<file path="src/rtl/gshare_pred_pkg.sv">
// gshare_pred_pkg
//   Shared definitions for the gshare branch predictor:
//   - 2-bit saturating counter encodings (SNT/WNT/WT/ST)
//   - RISC-V opcode constants (instruction bits [6:2]) used by the lookup
//   Imported by gshare_pred and bp_sat_ctr.
package gshare_pred_pkg;

    // Counter encoding: MSB set means "predict taken".
    typedef enum logic [1:0] {
        SNT = 2'd0,   // strongly not-taken
        WNT = 2'd1,   // weakly not-taken
        WT  = 2'd2,   // weakly taken
        ST  = 2'd3    // strongly taken
    } ctr_e;

    // Major opcodes, instruction bits [6:2].
    localparam logic [4:0] OPC_BRANCH_5 = 5'b11000;
    localparam logic [4:0] OPC_JALR_5   = 5'b11001;
    localparam logic [4:0] OPC_JAL_5    = 5'b11011;

    // Legal parameter ranges.
    localparam int IDX_BITS_MIN = 2;
    localparam int IDX_BITS_MAX = 10;

endpackage

</file>
<file path="src/rtl/bp_sat_ctr.sv">
// bp_sat_ctr
//   Combinational next-value function for a 2-bit saturating counter.
//   Ports:
//     ctr       in  2  current counter value
//     taken     in  1  resolved branch outcome
//     ctr_next  out 2  counter after training (saturates at SNT and ST)
module bp_sat_ctr
    import gshare_pred_pkg::*;
(
    input  logic [1:0] ctr,
    input  logic       taken,
    output logic [1:0] ctr_next
);

    always_comb begin
        ctr_next = ctr;
        if (taken && (ctr != 2'(ST))) begin
            ctr_next = ctr + 2'd1;
        end else if (!taken && (ctr != 2'(SNT))) begin
            ctr_next = ctr - 2'd1;
        end
    end

endmodule

</file>
<file path="src/rtl/gshare_pred.sv">
// gshare_pred
//   Global-history (gshare) branch predictor for the fetch stage.
//   A table of 2^IDX_BITS 2-bit saturating counters is indexed by
//   PC[IDX_BITS+1:2] XOR the global history. JAL always predicts taken,
//   conditional branches use the counter MSB, everything else (incl. JALR)
//   predicts not-taken. The lookup is purely combinational; resolved
//   branches from execute train the entry they were predicted from
//   (u_idx = f_idx carried down the pipe) and shift the history.
//
//   Optional feature macro: BP_STATS_EN
//     defined   -> stat_branches / stat_mispredicts counters and ports exist
//     undefined -> no statistics ports; u_mispredict is ignored
//
//   Ports:
//     clk, rst          clock, asynchronous active-high reset
//     f_pc, f_imm, f_opc fetch PC, decoded B/J immediate, instr[6:2]
//     f_predict         predicted taken
//     f_target          f_pc + f_imm (mod 2^32)
//     f_idx             table index used for this lookup
//     u_valid, u_idx, u_taken, u_mispredict  resolved-branch training port
//     stat_branches, stat_mispredicts        statistics (BP_STATS_EN only)
module gshare_pred
    import gshare_pred_pkg::*;
#(
    parameter int         IDX_BITS  = 6,
    parameter int         HIST_BITS = 4,
    parameter logic [1:0] CTR_INIT  = 2'b01
) (
    input  logic                clk,
    input  logic                rst,
    input  logic [31:0]         f_pc,
    input  logic [31:0]         f_imm,
    input  logic [4:0]          f_opc,
    output logic                f_predict,
    output logic [31:0]         f_target,
    output logic [IDX_BITS-1:0] f_idx,
    input  logic                u_valid,
    input  logic [IDX_BITS-1:0] u_idx,
    input  logic                u_taken,
    input  logic                u_mispredict
`ifdef BP_STATS_EN
    ,
    output logic [31:0]         stat_branches,
    output logic [31:0]         stat_mispredicts
`endif
);

    localparam int PHT_N = 1 << IDX_BITS;

    // Elaboration-time parameter range checks.
    if (IDX_BITS < IDX_BITS_MIN || IDX_BITS > IDX_BITS_MAX) begin : g_bad_idx_bits
        $error("gshare_pred: IDX_BITS out of range");
    end
    if (HIST_BITS < 1 || HIST_BITS > IDX_BITS) begin : g_bad_hist_bits
        $error("gshare_pred: HIST_BITS out of range");
    end

    logic [HIST_BITS-1:0] ghr;
    logic [1:0]           pht [PHT_N];
    logic [1:0]           upd_ctr;
    logic [1:0]           upd_ctr_next;

    // ---------------- Lookup (combinational) ----------------
    assign f_idx    = f_pc[IDX_BITS+1:2] ^ IDX_BITS'(ghr);
    assign f_target = f_pc + f_imm;

    always_comb begin
        f_predict = 1'b0;
        if (f_opc == OPC_JAL_5) begin
            f_predict = 1'b1;
        end else if (f_opc == OPC_BRANCH_5) begin
            f_predict = pht[f_idx][1];
        end
    end

    // ---------------- Update (registered) ----------------
    assign upd_ctr = pht[u_idx];

    bp_sat_ctr u_sat_ctr (
        .ctr      (upd_ctr),
        .taken    (u_taken),
        .ctr_next (upd_ctr_next)
    );

    // Truncating {ghr, u_taken} to HIST_BITS keeps the newest bits, which is
    // a left shift for any HIST_BITS >= 1 (HIST_BITS == 1 reduces to u_taken).
    always_ff @(posedge clk or posedge rst) begin
        if (rst) begin
            ghr <= '0;
            for (int i = 0; i < PHT_N; i++) begin
                pht[i] <= CTR_INIT;
            end
        end else if (u_valid) begin
            ghr          <= HIST_BITS'({ghr, u_taken});
            pht[u_idx]   <= upd_ctr_next;
        end
    end

`ifdef BP_STATS_EN
    always_ff @(posedge clk or posedge rst) begin
        if (rst) begin
            stat_branches    <= '0;
            stat_mispredicts <= '0;
        end else if (u_valid) begin
            stat_branches <= stat_branches + 32'd1;
            if (u_mispredict) begin
                stat_mispredicts <= stat_mispredicts + 32'd1;
            end
        end
    end
`else
    // Misprediction flag only feeds the statistics counters.
    logic unused_mispredict;
    assign unused_mispredict = u_mispredict;
`endif

endmodule

</file>
<file path="config.mk">
export PLATFORM = sky130hd
export DESIGN_NAME = gshare_pred
export DESIGN_NICKNAME = d
export VERILOG_FILES = /design/src/rtl/gshare_pred_pkg.sv /design/src/rtl/bp_sat_ctr.sv /design/src/rtl/gshare_pred.sv
export SDC_FILE = /design/constraint.sdc
export NUM_CORES = 1
export LEC_CHECK = 0
export CAP_MARGIN = 0
export CORE_MARGIN = 1
export CORE_UTILIZATION = 40
export CTS_BUF_LIST = sky130_fd_sc_hd__clkbuf_16
export CTS_CLUSTER_DIAMETER = 200
export DETAILED_ROUTE_END_ITERATION = 12
export PLACE_DENSITY_LB_ADDON = 0.1
export SYNTH_ARGS = -nofsm -noshare
export SYNTH_HDL_FRONTEND = slang
export SYNTH_SLANG_ARGS = --single-unit
export TNS_END_PERCENT = 30
</file>
<file path="constraint.sdc">
create_clock -name clk -period 4.45 [get_ports clk]
set_input_delay 0.445 -clock clk [delete_from_list [all_inputs] [get_ports clk]]
set_output_delay 0.445 -clock clk [all_outputs]
set_load 0.02 [all_outputs]
</file>
==> results of run 1 <==
[worst min path at each step]
| stage | startpoint | cells past startpoint | slack [ns] | to |
|---|---|---|---|---|
| global route | pht[18]$_DFFE_PP1P_ | 2 | 0.48 | pht[18]$_DFFE_PP1P_ |
| finish | pht[84]$_DFFE_PP1P_ | 2 | 0.46 | pht[84]$_DFFE_PP1P_ |
| detailed placement | pht[84]$_DFFE_PP1P_ | 2 | 0.46 | pht[84]$_DFFE_PP1P_ |
| floorplan | pht[80]$_DFFE_PP1P_ | 2 | 0.44 | pht[80]$_DFFE_PP1P_ |
| CTS | pht[84]$_DFFE_PP1P_ | 2 | 0.47 | pht[84]$_DFFE_PP1P_ |
| global placement | pht[84]$_DFFE_PP1P_ | 2 | 0.45 | pht[84]$_DFFE_PP1P_ |
[cell usage after synthesis, drive strengths merged, types with 4 or more instances]
| master | instances |
|---|---|
| nand2 | 199 |
| o21ai | 128 |
| dfrtp | 68 |
| dfstp | 64 |
| a21oi | 43 |
| nor2 | 39 |
| ha | 33 |
| mux4 | 33 |
| buf | 26 |
| inv | 26 |
| mux2i | 23 |
| clkbuf | 21 |
| nand3 | 20 |
| nor3 | 20 |
| xnor2 | 19 |
| mux2 | 14 |
| nor2b | 14 |
| and2 | 9 |
| xor2 | 8 |
| o22ai | 7 |
| a21o | 6 |
| nand2b | 6 |
| o211ai | 6 |
| o31ai | 6 |
| a211oi | 5 |
| a221o | 5 |
| a221oi | 5 |
| a22oi | 5 |
| a31oi | 5 |
| nor3b | 5 |
| and3 | 4 |
| nand3b | 4 |
| nor4b | 4 |
| o21a | 4 |
[state kept, by name (all words and copies together), names as in the netlist]
name and flops:
pht 128, ghr 4
[layout by cell type (no fill, tap or decap), types with 8 or more instances in the layout]
master,instances
clkbuf_16,17
inv_1,26
clkdlybuf4s50_1,114
a21oi_1,43
dfrtp_1,68
mux2_2,14
and2_1,8
nor3_1,20
o21ai_2,30
o21ai_0,95
nand2_1,199
dfstp_2,64
nor2b_1,14
xnor2_1,19
buf_4,35
ha_1,33
nand3_1,20
mux2i_1,23
mux4_2,29
nor2_1,39
[routing by layer]
layer	vias to the layer above	part of all wire, %	GRT usage [%]
met5	-	0	0
met4	0	1.0	5.606
met3	23	5.2	3.323
met2	180	45	37.22
met1	3548	49	33.42
li1	3635	-	-
[kinds of logic after synthesis]
| group | share of synthesized area, % |
|---|---|
| and+or+nand+nor | 17.61 |
| adders and majority gates | 4.950 |
| buffers and inverters | 4.235 |
| DFF | 38.68 |
| AOI/OAI and AO/OA | 18.63 |
| xor gates and xnor gates | 2.790 |
| muxes | 13.10 |
[power by group]
group / internal (mW) / switching, mW / leakage [nW]
registers: 1.53 / 0.160 / 1.57
logic: 0.702 / 0.806 / 2.64
clock network: 0.942 / 0.559 / 0.304
total: 3.18 / 1.52 / 4.51
[cell type report]
| type | count | area [um2] | area share, % |
|---|---|---|---|
| sequential | 132 | 3383 | 30.65 |
| clock inverter | 15 | 203.9 | 1.848 |
| multi-input combinational | 725 | 5030 | 45.57 |
| tap | 275 | 344.1 | 3.118 |
| inverter | 27 | 103.9 | 0.9409 |
| clock buffer | 17 | 425.4 | 3.854 |
| timing repair buffer | 158 | 1546 | 14.01 |
[metrics by stage]
| step | hold slack [ns] | cell area [um2] | instances | worst slack (ns) |
|---|---|---|---|---|
| 5_1_grt | 0.4838 | 11040 | 1349 | 0.003630 |
| 3_5_place_dp | 0.4561 | 10410 | 1317 | 0.07775 |
| 4_1_cts | 0.4655 | 11030 | 1349 | 0.05463 |
| 6_report | 0.4617 | 11040 | 1349 | 0.2810 |
| 3_3_place_gp | 0.4523 | 10410 | 1317 | 0.1125 |
| 2_1_floorplan | 0.4420 | 8746 | 931 | 0.5849 |
[worst reg2reg max path: cells and delay by family (launching register included)]
kind                       cells  cell delay [ns]
xor gates and xnor gates       1             0.26
buffers and inverters          4             0.61
AOI/OAI and AO/OA              4             1.33
DFF                            1             0.39
adders and majority gates      1             0.18
and+or+nand+nor                3             0.40
muxes                          1             0.27
==> run_results.csv, run 1 <==
group,metric,value,unit
worst_setup_path,critPathBufInv,4,
clock_network,cts_root_buffer,"clkbuf_16",
worst_setup_path,worst-r2r-setup-slack,0.92,ns
worst_setup_path,required,4.01,ns
pwr,power.total,4.702,mW
worst_setup_path,cp_num_cells,13,
timing,fin_skew,0.01096,ns
clock_network,post_cts_buffers,0,
worst_setup_path,r2r_cells,14,
detailed_routing,num_vias,7386,
yosys,synth-seq-cells,132,
worst_setup_path,worstSetupPathType,"primary input to output pin",
worst_setup_path,cp-end-kind,"output pin",
run,max-cap-violations,0,
yosys,ys.flop_type,"dfrtp_1",
detailed_routing,routed_wl,24960,um
worst_setup_path,critPathArrivalTime,3.72,ns
pwr,p_leak,4.509,nW
worst_setup_path,slowest_stage,"clkdlybuf4s50_1",
placed_design,port_buffers,117,
worst_setup_path,max_stage_delay,0.66,ns
die,coreArea,21220,um2
clock_network,cts_sinks,132,
worst_setup_path,path_cells,"clkdlybuf4s50_1 > ha_1 > fa_1 > a21oi_1 > o21ai_0 > o31ai_1 > buf_4 > a211oi_1 > o41ai_1 > buf_4 > nand3_1 > o311ai_0 > clkdlybuf4s50_1",
detailed_routing,drt.antenna.violating_nets,0,
pwr,ir_worst_vdd,0.2752,mV
clock_network,clockBufferDepth,2,
die,pin_count,119,
timing,slew_headroom,33.99,%
yosys,synth_fp_nets,1045,
global_routing,grt-ovfl-total,0,
final_layout,num-fill-cells,1971,
die,die_w,149.9,um
timing,finalSetupTns,0,ns
timing,period_needed,4.169,ns
yosys,netlist.area_leader.share,19.46,%
yosys,synth_area,8746,um2
timing,setup_violations,0,
yosys,synth_cells,931,
final_layout,area_growth,26.19,%
placed_design,gp_congestion,0.8251,
clock_network,htreeDepth,4,
yosys,ys_async_sr_fraction,100.0,%
global_routing,grt_usage,23.38,%
clock_network,cts_buffers,17,
detailed_routing,drtIter0Drc,432,
clock_network,clk_pin_slew_worst_paths,0.06,ns
clock_network,clk_latency,0.43,ns
global_routing,grt_pass1_wl,40020,um
worst_setup_path,r2r-end,"pht[4]$_DFFE_PP1P_",
worst_setup_path,cpLargestDelayFamily,"buffers and inverters",
clock_network,ctsResizeCount,0,
worst_setup_path,crit_fanout,3,
worst_setup_path,startpoint,"f_pc[0]",
die,die-area,22460,um2
placed_design,dpl.hpwl,18430,um
final_layout,drive_gt1_share,20.48,%
global_routing,grt_pass1_vias,7198,
timing,clock.fmax,239.9,MHz
timing,worstMarginPinSlew,0.9865,ns
timing,hold_viol,0,
timing,rsz0062_at_grt,"false",
yosys,yosys.area.top_type,"dfrtp_1",
yosys,synth-edff-count,0,
final_layout,utilization,52.01,%
yosys,ys_top_cells_by_area,"dfrtp_1 (19%), dfstp_2 (19%), nand2_1 (8.5%)",
yosys,yosys_warnings,0,
detailed_routing,dr.pass1.iters,5,
pwr,powerDensity,426.0,nW/um2
yosys,synth-seq-area-share,38.68,%
run_status,status,"finished, final reports clean",
global_routing,grt_max_degree,70,
final_layout,diodes,0,
global_routing,antenna_found_initial,0,
detailed_routing,drc,0,
clock_network,cts_tree,"done",
timing,drv_slew,0,
worst_setup_path,endpoint,"f_target[20]",
die,initial_core_util,41.21,%
worst_setup_path,timing.rr.start,"pht[81]$_DFFE_PP0P_",
worst_setup_path,crit_path_start_kind,"primary input",
clock_network,cts_hold_buffers,0,
detailed_routing,via_per_inst,5.475,
die,row_count,53,
die,die_h,149.9,um
final_layout,finalNetCount,1175,
timing,finalCritPeriodShare,93.69,%
yosys,ys_types,70,
detailed_routing,wire_per_inst,18.50,um
min_path,worstHoldPathType,"register to register",
yosys,syn_avg_cell_area,9.394,um2
(Power assumes the default switching activity.)
==> run 2: changes to the inputs <==
CTS_BUF_LIST = not set   (was sky130_fd_sc_hd__clkbuf_16)
==> run 2 against run 1 <==
  * Non-clock buffer count is the same
  * Via count grew 0.88%
  * First-iteration DRC count shrank 2.3%
  * Highest routed layer unchanged
  * Fmax is essentially flat
  * Die area is the same
  * Global-route usage is essentially flat
  * Sequential share of layout area is essentially flat
  * Clock power is essentially flat
==> run_results.csv, run 2 (synthesized netlist as in run 1, its figures left out) <==
group,metric,value,unit
final_layout,seq_area,3383,um2
timing,drv_slew,0,
clock_network,cts_sinks,132,
final_layout,area_growth,26.31,%
clock_network,cts_tree,"done",
detailed_routing,drc,0,
placed_design,dp_slack,0.07775,ns
final_layout,largest_reg_flops,128,
worst_setup_path,cp-end-kind,"output pin",
timing,period_needed,4.171,ns
run,max-cap-violations,0,
clock_network,cts_buffers,17,
final_layout,num-fill-cells,1966,
detailed_routing,drt.antenna.violating_nets,0,
detailed_routing,drtIter0Drc,422,
placed_design,post_dp_cell_area,10410,um2
run_status,status,"finished, final reports clean",
pwr,power.total,4.720,mW
detailed_routing,dr.pass1.iters,5,
clock_network,clk_pin_slew_worst_paths,0.06,ns
placed_design,gp_congestion,0.8251,
final_layout,multiInputGateArea,5030,um2
detailed_routing,wire_per_inst,18.52,um
worst_setup_path,crit_path_start_kind,"primary input",
detailed_routing,via_per_inst,5.523,
final_layout,largest_register,"pht",
final_layout,drive_gt1_share,20.58,%
detailed_routing,num_vias,7451,
pwr,powerDensity,427.3,nW/um2
die,initial_core_util,41.21,%
die,die_w,149.9,um
worst_setup_path,worstSetupPathType,"primary input to output pin",
timing,worstMarginPinSlew,1.005,ns
placed_design,dpl.hpwl,18430,um
final_layout,diodes,0,
timing,clock.fmax,239.8,MHz
global_routing,grt_usage,23.39,%
die,pin_count,119,
timing,rsz0062_at_grt,"false",
global_routing,antenna_found_initial,0,
die,die_h,149.9,um
global_routing,grt_max_degree,70,
global_routing,grt_pass1_wl,40030,um
die,die-area,22460,um2
clock_network,cts_root_buffer,"clkbuf_16",
global_routing,grt-ovfl-total,0,
placed_design,port_buffers,117,
final_layout,utilization,52.06,%
final_layout,largestRegisters,"pht: 128 flops, ghr: 4 flops",
worst_setup_path,required,4.01,ns
final_layout,final_common_cell,"nand2_1",
worst_setup_path,crit_fanout,3,
pwr,ir_worst_vdd,0.2762,mV
die,row_count,53,
die,coreArea,21220,um2
clock_network,clk_latency,0.43,ns
final_layout,finalNetCount,1175,
timing,finalCritPeriodShare,93.72,%
final_layout,finish.instance_area,11050,um2
worst_setup_path,critPathArrivalTime,3.73,ns
timing,hold_viol,0,
timing,finalSetupTns,0,ns
detailed_routing,routed_wl,24980,um
pwr,p_leak,4.511,nW
clock_network,clockBufferDepth,2,
min_path,worstHoldPathType,"register to register",
timing,setup_violations,0,
timing,slew_headroom,32.74,%
clock_network,htreeDepth,4,
global_routing,grt_pass1_vias,7204,
timing,fin_skew,0.01243,ns
timing,setup_slack,0.2794,ns
final_layout,final_cell_mix,"nand2_1 (199), clkdlybuf4s50_1 (114), o21ai_0 (95)",
-- run 2: cell count changes in the layout (fill, tap and decap cells not counted), sizes merged --
| cell | before | now |
|---|---|---|
| inv | 31 | 30 |
| clkbuf | 17 | 19 |
| clkinv | 5 | 4 |
-- run 2: path summary, 6_finish.rpt --
kind | endpoint | depth (start not counted) | start | slack (ns)
hold reg to reg | pht[84]$_DFFE_PP1P_ | 2 | pht[84]$_DFFE_PP1P_ | 0.46
setup reg to reg | pht[4]$_DFFE_PP1P_ | 14 | pht[41]$_DFFE_PP0P_ | 0.91
setup / recovery | f_target[20] | 13 | f_pc[0] | 0.28
max in group asynchronous | pht[110]$_DFFE_PP1P_ | 3 | rst | 2.85
min in group asynchronous | pht[59]$_DFFE_PP0P_ | 2 | rst | 0.55
hold / removal | pht[84]$_DFFE_PP1P_ | 2 | pht[84]$_DFFE_PP1P_ | 0.46
-- run 2: what timing repair did --
item	in CTS	in global routing
resized for setup	0	1
hold buffers	0	0
buffers inserted	0	0
setup endpoints to repair	0	1
-- run 2: power by group --
part	internal, mW	leakage, nW	switching (mW)
Clock	0.962	0.305	0.558
Combinational	0.702	2.64	0.806
Sequential	1.53	1.57	0.160
Total	3.20	4.51	1.52
-- run 2: through the flow --
step                instances  hold slack (ns)
finish                   1349           0.4616
global route             1349           0.4838
CTS                      1349           0.4655
detailed placement       1317           0.4561
global placement         1317           0.4523
floorplan                 931           0.4420
-- run 2: area by class of cell --
class                   instances  share of cell area, %
well taps                     275                  3.115
flip-flops and latches        132                  30.63
clock inverters                13                  1.778
multi-input cells             725                  45.53
repair buffers                158                  14.00
inverters                      27                 0.9401
clock buffers                  19                  4.010
-- run 2: layer usage --
| metal | global-route usage [%] | wire, um | vias up |
|---|---|---|---|
| met1 | 33.42 | 12000 | 3563 |
| li1 | - | - | 3648 |
| met3 | 3.323 | 1422 | 24 |
| met4 | 5.606 | 284 | 0 |
| met5 | 0 | 0 | - |
| met2 | 37.25 | 11270 | 216 |
-- run 2: worst max-delay path: stages --
cell and delay [ns]:
clkdlybuf4s50_1 0.40, ha_1 0.23, fa_1 0.42, a21oi_1 0.19, o21ai_0 0.17, o31ai_1 0.24
buf_4 0.16, a211oi_1 0.10, o41ai_1 0.34, buf_4 0.18, nand3_1 0.07, o311ai_0 0.11
clkdlybuf4s50_1 0.66
==> run 3: changes to the inputs <==
CAP_MARGIN = 20   (was 0)
CORE_ASPECT_RATIO = 1.25   (was not set)
SYNTH_HIERARCHICAL = 1   (was not set)
==> run 3 against run 2 <==
  * Clock power barely moved
  * Critical path type unchanged
  * Final area rose by 1.7%
  * Die area rose by 2.3%
==> run_results.csv, run 3 <==
group,metric,value,unit
final_layout,final_common_cell,"mux2_2",
global_routing,grt-ovfl-total,0,
yosys,synth-seq-cells,132,
detailed_routing,dr.pass1.iters,5,
final_layout,largest_reg_flops,128,
final_layout,area_growth,25.50,%
clock_network,htreeDepth,4,
yosys,synth_cells,828,
timing,clock.fmax,239.0,MHz
placed_design,port_buffers,117,
final_layout,finish.instance_area,11230,um2
worst_setup_path,required,4.01,ns
clock_network,clk_pin_slew_worst_paths,0.06,ns
yosys,synth-edff-count,0,
detailed_routing,drc,0,
detailed_routing,top_layer_used,"met4",
clock_network,cts_hold_buffers,0,
timing,rsz0062_at_grt,"false",
worst_setup_path,cp-end-kind,"output pin",
yosys,synth_fp_nets,942,
yosys,yosys.area.top_type,"dfrtp_1",
die,die_w,135.8,um
timing,drv_slew,0,
worst_setup_path,path_cells,"clkdlybuf4s50_1 > ha_1 > fa_1 > a21o_1 > a221oi_2 > o21ai_0 > a21oi_1 > buf_4 > o211ai_1 > a221oi_1 > xnor2_1 > clkdlybuf4s50_1",
die,initial_core_util,41.10,%
placed_design,dpl.hpwl,18520,um
global_routing,grt_pass1_vias,7201,
worst_setup_path,slowest_stage,"clkdlybuf4s50_1",
die,row_count,60,
detailed_routing,via_per_inst,5.765,
worst_setup_path,path_common_cell,"clkdlybuf4s50_1",
clock_network,ctsResizeCount,0,
timing,fin_skew,0.007183,ns
detailed_routing,dr_wl_met2,12950,um
yosys,synthTopCellsByCount,"mux2_2 (142), dfrtp_1 (68), nor2_1 (67)",
run,max-cap-violations,0,
global_routing,grt_max_degree,80,
final_layout,largest_register,"pht",
clock_network,cts_root_buffer,"clkbuf_16",
pwr,ir_worst_vdd,0.2668,mV
clock_network,clockBufferDepth,2,
final_layout,largestRegisters,"pht: 128 flops, ghr: 4 flops",
timing,setup_violations,0,
clock_network,clk_latency,0.43,ns
detailed_routing,wl_met3,1243,um
global_routing,grt_pass1_wl,39870,um
yosys,ys_top_cells_by_area,"dfrtp_1 (19%), dfstp_2 (19%), mux2_2 (18%)",
final_layout,final_cells,1235,
run_status,status,"finished, final reports clean",
clock_network,post_cts_buffers,0,
die,die_h,169.2,um
detailed_routing,wl_met1,10750,um
worst_setup_path,critPathBufInv,3,
placed_design,gp_congestion,0.8275,
timing,whs,0.4071,ns
yosys,yosys_warnings,6,
global_routing,antenna_found_initial,0,
worst_setup_path,timing.rr.start,"pht[69]$_DFFE_PP0P_",
global_routing,grt_usage,22.96,%
yosys,synth-seq-area-share,37.81,%
final_layout,final_cell_mix,"mux2_2 (142), clkdlybuf4s50_1 (115), dfrtp_1 (68)",
timing,finalSetupTns,0,ns
worst_setup_path,crit_path_start_kind,"primary input",
final_layout,drive_gt1_share,31.17,%
die,pin_count,119,
clock_network,cts_buffers,17,
detailed_routing,routed_wl,25600,um
die,die-area,22980,um2
detailed_routing,wire_per_inst,20.73,um
worst_setup_path,r2r-end,"pht[4]$_DFFE_PP1P_",
placed_design,dp.cells,1202,
timing,setup_slack,0.2654,ns
worst_setup_path,worst-r2r-setup-slack,1.42,ns
timing,period_needed,4.185,ns
pwr,powerDensity,399.4,nW/um2
placed_design,post_dp_cell_area,10580,um2
min_path,worstHoldPathType,"primary input to asynchronous set/reset pin",
yosys,syn_avg_cell_area,10.81,um2
worst_setup_path,max_stage_delay,0.62,ns
worst_setup_path,critPathArrivalTime,3.74,ns
detailed_routing,drtIter0Drc,349,
clock_network,cts_tree,"done",
die,coreArea,21770,um2
worst_setup_path,r2r_cells,10,
placed_design,dp_slack,0.2436,ns
worst_setup_path,cpLargestDelayFamily,"compound AO/OA/AOI/OAI gates",
final_layout,finalNetCount,1057,
timing,slew_headroom,53.86,%
yosys,netlist.area_leader.share,19.02,%
yosys,ys_types,65,
yosys,ys_async_sr_fraction,100.0,%
worst_setup_path,crit_fanout,5,
yosys,ys.flop_type,"dfrtp_1",
final_layout,diodes,0,
timing,worstMarginPinSlew,0.6900,ns
timing,hold_viol,0,
timing,finalCritPeriodShare,94.04,%
yosys,synth_area,8949,um2
final_layout,utilization,51.59,%
worst_setup_path,worstSetupPathType,"primary input to output pin",
clock_network,cts_sinks,132,
pwr,power.total,4.486,mW
detailed_routing,num_vias,7120,
yosys,synth_most_common_cell,"mux2_2",
pwr,p_leak,4.789,nW
detailed_routing,drt.antenna.violating_nets,0,
## run 3: cell types whose count changed after synthesis, sizes merged, moves of 12 or more
cell    change
clkbuf     +18
o21ai     -109
mux2      +128
a21o       +12
nand2     -138
nor2       +28
## run 3: worst reg2reg max path, delay by kind of cell, from the launching register on
| kind | cells | cell delay (ns) |
|---|---|---|
| xor+xnor | 1 | 0.18 |
| buf+inv | 1 | 0.29 |
| fa+ha+maj | 1 | 0.24 |
| flops | 1 | 0.40 |
| simple gates | 1 | 0.65 |
| mux | 3 | 0.71 |
| compound gates | 3 | 0.51 |
## run 3: logic make-up (layout without fill, tap and decap cells)
logic type                 after synthesis  after routing  share of synthesized area [%]
and+or+nand+nor                        209            209                          10.75
DFF                                    132            132                          37.81
muxes                                  187            187                          27.26
AOI/OAI and AO/OA                      159            159                          12.44
xor gates and xnor gates                32             32                          3.342
buffers and inverters                   75            203                          3.551
adders and majority gates               34             34                          4.838
## run 3: cell type report
class / count / area [um2]
clock buffers: 20 / 456.7
fillers: 2042 / 10540
flip-flops and latches: 132 / 3383
multi-input cells: 621 / 5263
inverters: 18 / 70.07
clock inverters: 12 / 177.7
well taps: 279 / 349.1
repair buffers: 153 / 1531
## run 3: report_power, final
| part | leakage [nW] | total, mW | internal, mW | switching, mW |
|---|---|---|---|---|
| Combinational | 2.90 | 1.34 | 0.668 | 0.676 |
| Clock | 0.299 | 1.51 | 0.967 | 0.544 |
| Sequential | 1.59 | 1.63 | 1.51 | 0.125 |
## run 3: worst max path at each step
stage             from            endpoint  slack [ns]  cells past startpoint
2_1_floorplan      rst  ghr[0]$_DFFE_PP0P_        0.58                      1
3_3_place_gp   f_pc[0]        f_target[30]        0.22                     12
3_5_place_dp   f_pc[0]        f_target[30]        0.24                     12
4_1_cts        f_pc[0]        f_target[30]        0.24                     12
5_1_grt        f_pc[0]        f_target[30]        0.09                     12
6_report       f_pc[0]        f_target[30]        0.27                     12
## run 3: per-layer routing
layer | track usage, % | vias to the layer above
met1 | 27.79 | 3571
met3 | 3.763 | 35
li1 | - | 3325
met5 | 0 | -
met4 | 8.598 | 0
met2 | 40.44 | 189
